`src/rtl/uart_pkg.sv`:
```
// Shared types and defaults for the UART receive path.
package uart_pkg;

    // Receiver frame states: wait for start edge, confirm start, shift data, check stop.
    typedef enum logic [1:0] {
        RX_IDLE  = 2'd0,
        RX_START = 2'd1,
        RX_DATA  = 2'd2,
        RX_STOP  = 2'd3
    } rx_state_t;

    // 100 MHz system clock divided down to 115200 baud.
    localparam int DEFAULT_CLKS_PER_BIT = 868;

endpackage

```
`src/rtl/uart_rx_fifo_sync_fifo.sv`:
```
// First-word-fall-through FIFO with ready/valid on both sides.
// Handshake: a transfer happens on a rising edge where valid and ready are both 1;
// valid never depends on ready, and enq_ready is also high when a full FIFO is being
// popped in the same cycle, so a simultaneous push/pop while full always succeeds.
module sync_fifo #(
    parameter int WIDTH = 8,
    parameter int DEPTH = 4
) (
    input  logic             clock,
    input  logic             reset,
    input  logic             enq_valid,
    output logic             enq_ready,
    input  logic [WIDTH-1:0] enq_bits,
    output logic             deq_valid,
    input  logic             deq_ready,
    output logic [WIDTH-1:0] deq_bits
);

    localparam int AW = $clog2(DEPTH);

    logic [AW:0]      wptr;
    logic [AW:0]      rptr;
    logic [WIDTH-1:0] mem [DEPTH];
    logic             full;
    logic             empty;
    logic             enq_fire;
    logic             deq_fire;

    // Extra MSB on each pointer separates "full" from "empty" when the indices match.
    assign empty     = (wptr == rptr);
    assign full      = ((wptr ^ rptr) == {1'b1, {AW{1'b0}}});
    assign deq_valid = !empty;
    assign deq_fire  = deq_valid & deq_ready;
    assign enq_ready = !full | deq_fire;
    assign enq_fire  = enq_valid & enq_ready;
    // Head is forced to zero while empty so the output reads 0 out of reset.
    assign deq_bits  = deq_valid ? mem[rptr[AW-1:0]] : '0;

    // Pointer update; reset discards all stored entries.
    always_ff @(posedge clock) begin
        if (!reset) begin
            wptr <= '0;
            rptr <= '0;
        end else begin
            if (enq_fire) wptr <= wptr + 1'b1;
            if (deq_fire) rptr <= rptr + 1'b1;
        end
    end

    // Storage write; contents are only visible through deq_bits when non-empty.
    always_ff @(posedge clock) begin
        if (enq_fire) mem[wptr[AW-1:0]] <= enq_bits;
    end

endmodule

```
`src/rtl/uart_rx_fifo.sv`:
```
// 8N1 UART receiver: synchronizer, mid-bit sampling FSM, error pulses, receive FIFO.
module uart_rx_fifo
    import uart_pkg::*;
#(
    parameter int CLKS_PER_BIT = DEFAULT_CLKS_PER_BIT,
    parameter int FIFO_DEPTH   = 4
) (
    input  logic       clock,
    input  logic       reset,
    input  logic       io_rxd,
    output logic       io_deq_valid,
    input  logic       io_deq_ready,
    output logic [7:0] io_deq_bits,
    output logic       io_frame_err,
    output logic       io_overrun,
    output logic       io_busy
);

    localparam logic [15:0] HALF_LAST = 16'(CLKS_PER_BIT / 2 - 1);
    localparam logic [15:0] BIT_LAST  = 16'(CLKS_PER_BIT - 1);

    rx_state_t   state;
    logic        rxd_m;
    logic        rxd_s;
    logic        rxd_prev;
    logic [1:0]  sync_vld;
    logic        armed;
    logic        fall;
    logic [15:0] cnt;
    logic [2:0]  bitidx;
    logic [7:0]  shreg;
    logic        stop_sample;
    logic        enq_valid;
    logic        enq_ready;

    // Two-flop synchronizer plus edge history; sync_vld marks when rxd_s holds real line data.
    always_ff @(posedge clock) begin
        if (!reset) begin
            rxd_m    <= 1'b1;
            rxd_s    <= 1'b1;
            rxd_prev <= 1'b1;
            sync_vld <= 2'b00;
            armed    <= 1'b0;
        end else begin
            rxd_m    <= io_rxd;
            rxd_s    <= rxd_m;
            rxd_prev <= rxd_s;
            sync_vld <= {sync_vld[0], 1'b1};
            if (sync_vld[1] && rxd_s) armed <= 1'b1;
        end
    end

    // A line held low through reset release is ignored until it has been seen high.
    assign fall        = armed & rxd_prev & ~rxd_s;
    assign stop_sample = (state == RX_STOP) && (cnt == BIT_LAST);
    assign enq_valid   = stop_sample & rxd_s;

    // Frame FSM with counters and registered one-cycle error pulses.
    always_ff @(posedge clock) begin
        if (!reset) begin
            state        <= RX_IDLE;
            cnt          <= '0;
            bitidx       <= '0;
            shreg        <= '0;
            io_frame_err <= 1'b0;
            io_overrun   <= 1'b0;
        end else begin
            io_frame_err <= 1'b0;
            io_overrun   <= 1'b0;
            case (state)
                RX_IDLE: begin
                    if (fall) begin
                        state <= RX_START;
                        cnt   <= '0;
                    end
                end
                RX_START: begin
                    if (cnt == HALF_LAST) begin
                        cnt <= '0;
                        if (rxd_s) begin
                            state <= RX_IDLE;
                        end else begin
                            state  <= RX_DATA;
                            bitidx <= '0;
                        end
                    end else begin
                        cnt <= cnt + 16'd1;
                    end
                end
                RX_DATA: begin
                    if (cnt == BIT_LAST) begin
                        shreg[bitidx] <= rxd_s;
                        cnt           <= '0;
                        if (bitidx == 3'd7) state <= RX_STOP;
                        else bitidx <= bitidx + 3'd1;
                    end else begin
                        cnt <= cnt + 16'd1;
                    end
                end
                RX_STOP: begin
                    if (cnt == BIT_LAST) begin
                        state <= RX_IDLE;
                        cnt   <= '0;
                        if (!rxd_s) io_frame_err <= 1'b1;
                        else if (!enq_ready) io_overrun <= 1'b1;
                    end else begin
                        cnt <= cnt + 16'd1;
                    end
                end
                default: state <= RX_IDLE;
            endcase
        end
    end

    assign io_busy = (state != RX_IDLE);

    sync_fifo #(
        .WIDTH(8),
        .DEPTH(FIFO_DEPTH)
    ) u_fifo (
        .clock     (clock),
        .reset     (reset),
        .enq_valid (enq_valid),
        .enq_ready (enq_ready),
        .enq_bits  (shreg),
        .deq_valid (io_deq_valid),
        .deq_ready (io_deq_ready),
        .deq_bits  (io_deq_bits)
    );

endmodule

```
`config.mk`:
```
export PLATFORM = sky130hd
export DESIGN_NAME = uart_rx_fifo
export DESIGN_NICKNAME = d
export VERILOG_FILES = /design/src/rtl/uart_pkg.sv /design/src/rtl/uart_rx_fifo_sync_fifo.sv /design/src/rtl/uart_rx_fifo.sv
export SDC_FILE = /design/constraint.sdc
export NUM_CORES = 1
export LEC_CHECK = 0
export ABC_AREA = 0
export CORE_MARGIN = 4
export CORE_UTILIZATION = 54
export CTS_CLUSTER_SIZE = 24
export DETAILED_ROUTE_END_ITERATION = 7
export PLACE_DENSITY_LB_ADDON = 0.05
export SYNTH_ARGS = -nofsm -noshare
export SYNTH_HDL_FRONTEND = slang
export SYNTH_SLANG_ARGS = --single-unit
```
`constraint.sdc`:
```
create_clock -name clock -period 2.3 [get_ports clock]
set_input_delay 0.23 -clock clock [delete_from_list [all_inputs] [get_ports clock]]
set_output_delay 0.23 -clock clock [all_outputs]
set_load 0.05 [all_outputs]
```
Yosys cells after proc, flatten, opt, wreduce, memory -nomap -nowiden
Memory sizes are Yosys's and may differ from the RTL's. A register that Yosys moved wholly into a read port is not among the register bits.
Cells that the tools add are included.
Cells by class
  reduce and logical (&&, ||, !) cells: 14
  equality and inequality tests: 15
  add/sub/neg operators: 4
  order comparisons: 2
  muxes and demuxes: 27
  bitwise logic cells: 8
Operators by type and width (count)
  16-bit two-way mux: 3
  16-bit case mux with 3 select lines: 1
  16-bit by 1-bit adder with 16-bit output (second input constant): 1
  16-bit by 10-bit == test with 1-bit output (second input constant): 1
  16-bit by 9-bit == test with 1-bit output (second input constant): 1
  2-bit two-way mux: 8
  3-bit two-way mux: 4
  2-bit inequality test (second input constant): 6
  5-bit AND reduction: 2
  3-bit by 1-bit adder with 3-bit output (second input constant): 3
  8-bit bitwise mux: 1
  8-bit two-way mux: 1
  2-bit case mux with 4 select lines: 1
  3-bit == test (second input constant): 2
  1-bit two-way mux: 6
  3-bit case mux with 2 select lines: 1
  1-bit AND: 5
  2-bit == test (second input constant): 2
  3-bit by 4-bit < comparator with 1-bit output (second input constant): 1
  4-bit AND reduction: 1
  2-bit nonzero test: 2
  1-bit demux with 3-bit select: 1
  3-bit == test: 1
  3-bit by 1-bit greater-or-equal comparator with 1-bit output (second input constant): 1
  11 further kinds: 14
Storage, ports and cells
  output and inout port bits: 12
  RAM bits: 32
  input port bits: 4
  logic and storage cells: 85
  memories kept: 1
  bits in registers: 43
Memory list
  u_fifo.mem: words 4, bits a word 8, rd ports 1, clocked after memory_dff 1, write ports 1, RTL line uart_rx_fifo_sync_fifo.sv:23  | logic [WIDTH-1:0] mem [DEPTH];

Depth between registers and ports, before layout
  depth after elaboration: 7
  gate-level depth with buffers: 8
  depth with buffers taken out: 7

Cells and area by module
From an unflattened synthesis, not the netlist that was laid out.
Second synthesis, totals
  cells, all modules: 312
  area total of the unflattened synthesis: 3477.1 um2
Modules (own cells, without submodules)
  uart_rx_fifo: times used 1, seq. area each 740.7 um2, area an instance 1770.4 um2, cells an instance 208
  sync_fifo: times used 1, seq. area each 1121.1 um2, area an instance 1706.6 um2, cells an instance 104

Worst setup path after synthesis
Ideal clock, no wire load.
  path type: reg2reg
  from: register cnt[13]
  to: memory u_fifo.mem[3][0] (enable)
  library setup time: 332 ps
  data arrival time: 1940 ps
  path slack: 29 ps
  required time: 1968 ps
  stages on the path, launching flop included: 6
  path buffers: 1
  path through: dfxtp_1 or4_1 and4bb_2 nor4bb_1 buf_2 and2_1
Between the ends
  word-level cells in the longest chain between the ends: 6
RTL lines
  start: declaration: RTL line uart_rx_fifo.sv:29  | logic [15:0] cnt;
  start signal: assignment: RTL line uart_rx_fifo.sv:87  | cnt <= cnt + 16'd1;
  start signal: assignment: RTL line uart_rx_fifo.sv:97  | cnt <= cnt + 16'd1;
  start signal: assignment: RTL line uart_rx_fifo.sv:107  | cnt <= cnt + 16'd1;
  16-bit by 10-bit == test with 1-bit output: RTL line uart_rx_fifo.sv:55  | assign stop_sample = (state == RX_STOP) && (cnt == BIT_LAST);
  1-bit logical AND: RTL line uart_rx_fifo.sv:55
  1-bit AND: RTL line uart_rx_fifo.sv:56  | assign enq_valid = stop_sample & rxd_s;
  1-bit AND: RTL line uart_rx_fifo_sync_fifo.sv:35  | assign enq_fire = enq_valid & enq_ready;
  1-bit two-way mux: RTL line uart_rx_fifo_sync_fifo.sv:52  | if (enq_fire) mem[wptr[AW-1:0]] <= enq_bits;
  1-bit two-way mux (implied by the code): RTL line uart_rx_fifo_sync_fifo.sv:52
  end: declaration: RTL line uart_rx_fifo_sync_fifo.sv:23
No other way between the ends.

Final worst setup path
  from: register cnt[15]
  to: register state[0]
Between the ends
  word-level cells in the longest chain between the ends: 3
RTL lines
  16-bit by 9-bit == test with 1-bit output or 16-bit by 10-bit == test with 1-bit output (tied branches): RTL line uart_rx_fifo.sv:78, uart_rx_fifo.sv:91, uart_rx_fifo.sv:101
  2-bit inequality test (no line) or 2-bit by 1-bit inequality test with 1-bit output (tied branches)
  5-bit AND reduction (no line) (*)
  end signal: assignment: RTL line uart_rx_fifo.sv:73  | state <= RX_START;
  end signal: assignment: RTL line uart_rx_fifo.sv:81  | state <= RX_IDLE;
  end signal: assignment: RTL line uart_rx_fifo.sv:83  | state <= RX_DATA;
  end: declaration: RTL line uart_rx_fifo.sv:22  | rx_state_t state;
Every way passes the cells marked *; elsewhere a longest branch is shown, timed or not.
A chain may end at the register's enable or synchronous reset.

==> flow_summary_export.csv <==
group,metric,value,unit
clock_network,cts_tree,"yes",
drt,wl_per_cell,14.46,um
clock_network,holdBufCountCts,0,
drt,ant_nets,0,
placement,dp.cells,406,
die,initial_core_util,56.27,%
clock_network,clock_tree.buffer_depth,2,
drt,viasPerCell,5.300,
global_routing,first_global_vias,2199,
sta,grt_setup_unrepaired,"false",
sta,final.period_utilization,96.45,%
power,p_leak,1.521,nW
sta,fin_skew,0.009295,ns
logic_synthesis,ys.flop_type,"dfxtp_1",
layout,areaGrowthSynthToFinish,17.63,%
hold_path,hold_depth,1,
global_routing,grt_util_all_layers,17.97,%
die,io_pins,16,
placement,hpwl,4406,um
logic_synthesis,ys_seq_area_share,55.23,%
layout,final_cells,423,
clock_network,clock-sinks,77,
sta,max_slew.worst_pin.slew,0.6087,ns
layout,final_nets,356,
logic_synthesis,synth-async-reset-ratio,0,%
setup_path,r2r_slack,0.08,ns
drt,routed_wirelength,6117,um
logic_synthesis,avgSynthCellArea,11.02,sq um
logic_synthesis,ys_ff_latch,77,
clock_network,htreeDepth,3,
logic_synthesis,syn_area,0.003371,sq mm
die,rows,28,
sta,fmax,0.4508,GHz
sta,finalMaxSlewViolations,0,
drt,drc_errors,0,
die,die_area,0.007570,sq mm
placement,io_buffers,15,
logic_synthesis,synthesis.nets,319,
die,die_y,87.01,um
layout,design_area,0.003965,sq mm
hold_path,hold_path_class,"flip-flop to flip-flop",
layout,diodes,0,
global_routing,grt_max_degree,21,
logic_synthesis,syn_inst,306,
placement,place_area,0.003762,sq mm
logic_synthesis,synth_edf_count,32,
global_routing,grt_overflow,0,
drt,vias,2242,
setup_path,critical_path_class,"flip-flop to flip-flop",
logic_synthesis,synth.most_common_cell,"dfxtp_1",
drt,first_pass_iters,4,
setup_path,cp.arrival,2.48,ns
setup_path,cp-start-kind,"flip-flop",
run,drv_cap,0,
setup_path,crit_required,2.57,ns
logic_synthesis,synth_warnings,0,
sta,finalCriticalPeriod,2.218,ns
sta,hold_viol_final,0,
setup_path,worstSetupEndpointType,"flip-flop",
global_routing,grt_antenna_before_repair,0,
clock_network,numCtsBuffers,9,
status,run_status,"finished, final reports clean",
logic_synthesis,synthTopCellsByArea,"edfxtp_1, dfxtp_1, mux4_2",
die,die_w,87.01,um
layout,drive_above_1_share,18.68,%
sta,setup_viol,0,
power,powerDensity,591.2,mW/mm^2
setup_path,rr_worst_depth,6,
clock_network,path_clk_slew,0.07,ns
power,peakVddDrop,0.0003708,V
global_routing,grt_pass1_wl,10340,um
layout,nFillCells,470,
setup_path,cp_max_fo,2,
clock_network,clock_latency,0.34,ns
logic_synthesis,synth_cell_type_count,41,
logic_synthesis,yosysTopAreaCell,"edfxtp_1",
clock_network,clock-root-buffer,"clkbuf_8",
sta,worst_slew_margin_rel,59.27,%
logic_synthesis,synth_commonest_cells,"dfxtp_1, nor2_1, nand2_1, edfxtp_1, clkbuf_1",
die,core_region_area,0.005991,sq mm
placement,place.gp.congestion,0.8348,
drt,drt_iter0_drc,80,
logic_synthesis,synth_top_area_share,28.51,%
kinds of logic after synthesis:
family | count (synthesis) | share of synthesized area, %
buf+inv | 21 | 2.375
compound gates | 29 | 5.419
fa+ha+maj | 9 | 3.341
mux | 19 | 8.612
xor+xnor | 16 | 4.158
flops | 77 | 55.23
simple gates | 135 | 20.86
what timing repair did:
item                       in CTS  in global routing
gates cloned                    0                  0
resized for setup               1                  5
pin swaps                       0                  1
setup endpoints to repair       8                 38
setup buffers                   0                  1
sequential cells by signal, summed over array words and instances, names as in the netlist, named ones only:
register,cells
io_overrun,1
sync_vld,2
u_fifo.rptr,3
io_frame_err,1
rxd_m,1
rxd_s,1
cnt,16
u_fifo.mem,32
rxd_prev,1
armed,1
u_fifo.wptr,3
shreg,8
bitidx,3
state,1
layer usage:
| layer | global-route usage (%) | part of all wire [%] | up-vias |
|---|---|---|---|
| li1 | - | - | 1168 |
| met1 | 21.77 | 46 | 1037 |
| met2 | 29.74 | 49 | 28 |
| met3 | 3.406 | 2.6 | 9 |
| met4 | 10.48 | 2.0 | 0 |
| met5 | 0 | 0 | - |
cell type report:
class	instances	area (sq um)	area share, %
clock buffers	12	145.1	3.660
clock inverters	4	25.02	0.6311
inverters	6	22.52	0.5680
multi-input cells	208	1451	36.60
flip-flops and latches	77	1862	46.96
well taps	75	93.84	2.367
repair buffers	41	365.4	9.214
worst max-delay path: stages (launching register included):
cell	delay, ns
dfxtp_1	0.32
or4_4	0.54
buf_4	0.15
nor4_2	0.38
o22ai_2	0.12
or4b_1	0.51
a21oi_1	0.13
worst paths after layout:
kind | start | end
max reg2reg | cnt[15]$_SDFFE_PN0P_ | state[0]$_SDFFE_PN0P_
min reg2reg | rxd_m$_SDFF_PN1_ | rxd_s$_SDFF_PN1_
min | rxd_m$_SDFF_PN1_ | rxd_s$_SDFF_PN1_
max | cnt[15]$_SDFFE_PN0P_ | state[0]$_SDFFE_PN0P_
power by group:
| group | internal [W] | total [W] | switching, W |
|---|---|---|---|
| clock | 0.000418 | 0.000870 | 0.000451 |
| sequential | 0.00142 | 0.00142 | 0.00000513 |
| combinational | 0.0000207 | 0.0000533 | 0.0000326 |
through the flow:
step	worst slack [ns]	TNS, ns	util, %	hold slack, ns	power (W)
after CTS	0.01130	0	65.66	0.4231	0.002379
after global routing	0.007357	0	66.19	0.4290	0.002448
after detailed placement	-0.03019	-0.2396	62.80	0.4028	0.001506
after floorplan	0.02862	0	-	0.2577	0.001481
final	0.08158	0	66.19	0.4183	0.002344
after global placement	-0.0008784	-0.005721	62.80	0.3919	0.001505
layout by cell type, fill, tap and decap left out, drive strengths merged, types with 6 or more instances in the layout:
master / n
o21ai: 7
clkdlybuf4s50: 6
xor2: 9
xnor2: 7
and2: 13
dfxtp: 45
buf: 34
a31oi: 6
nand2: 33
nand3: 13
edfxtp: 32
nor2: 34
ha: 9
clkbuf: 12
and3: 7
mux2i: 11
mux4: 8
(Power assumes the default switching activity.)
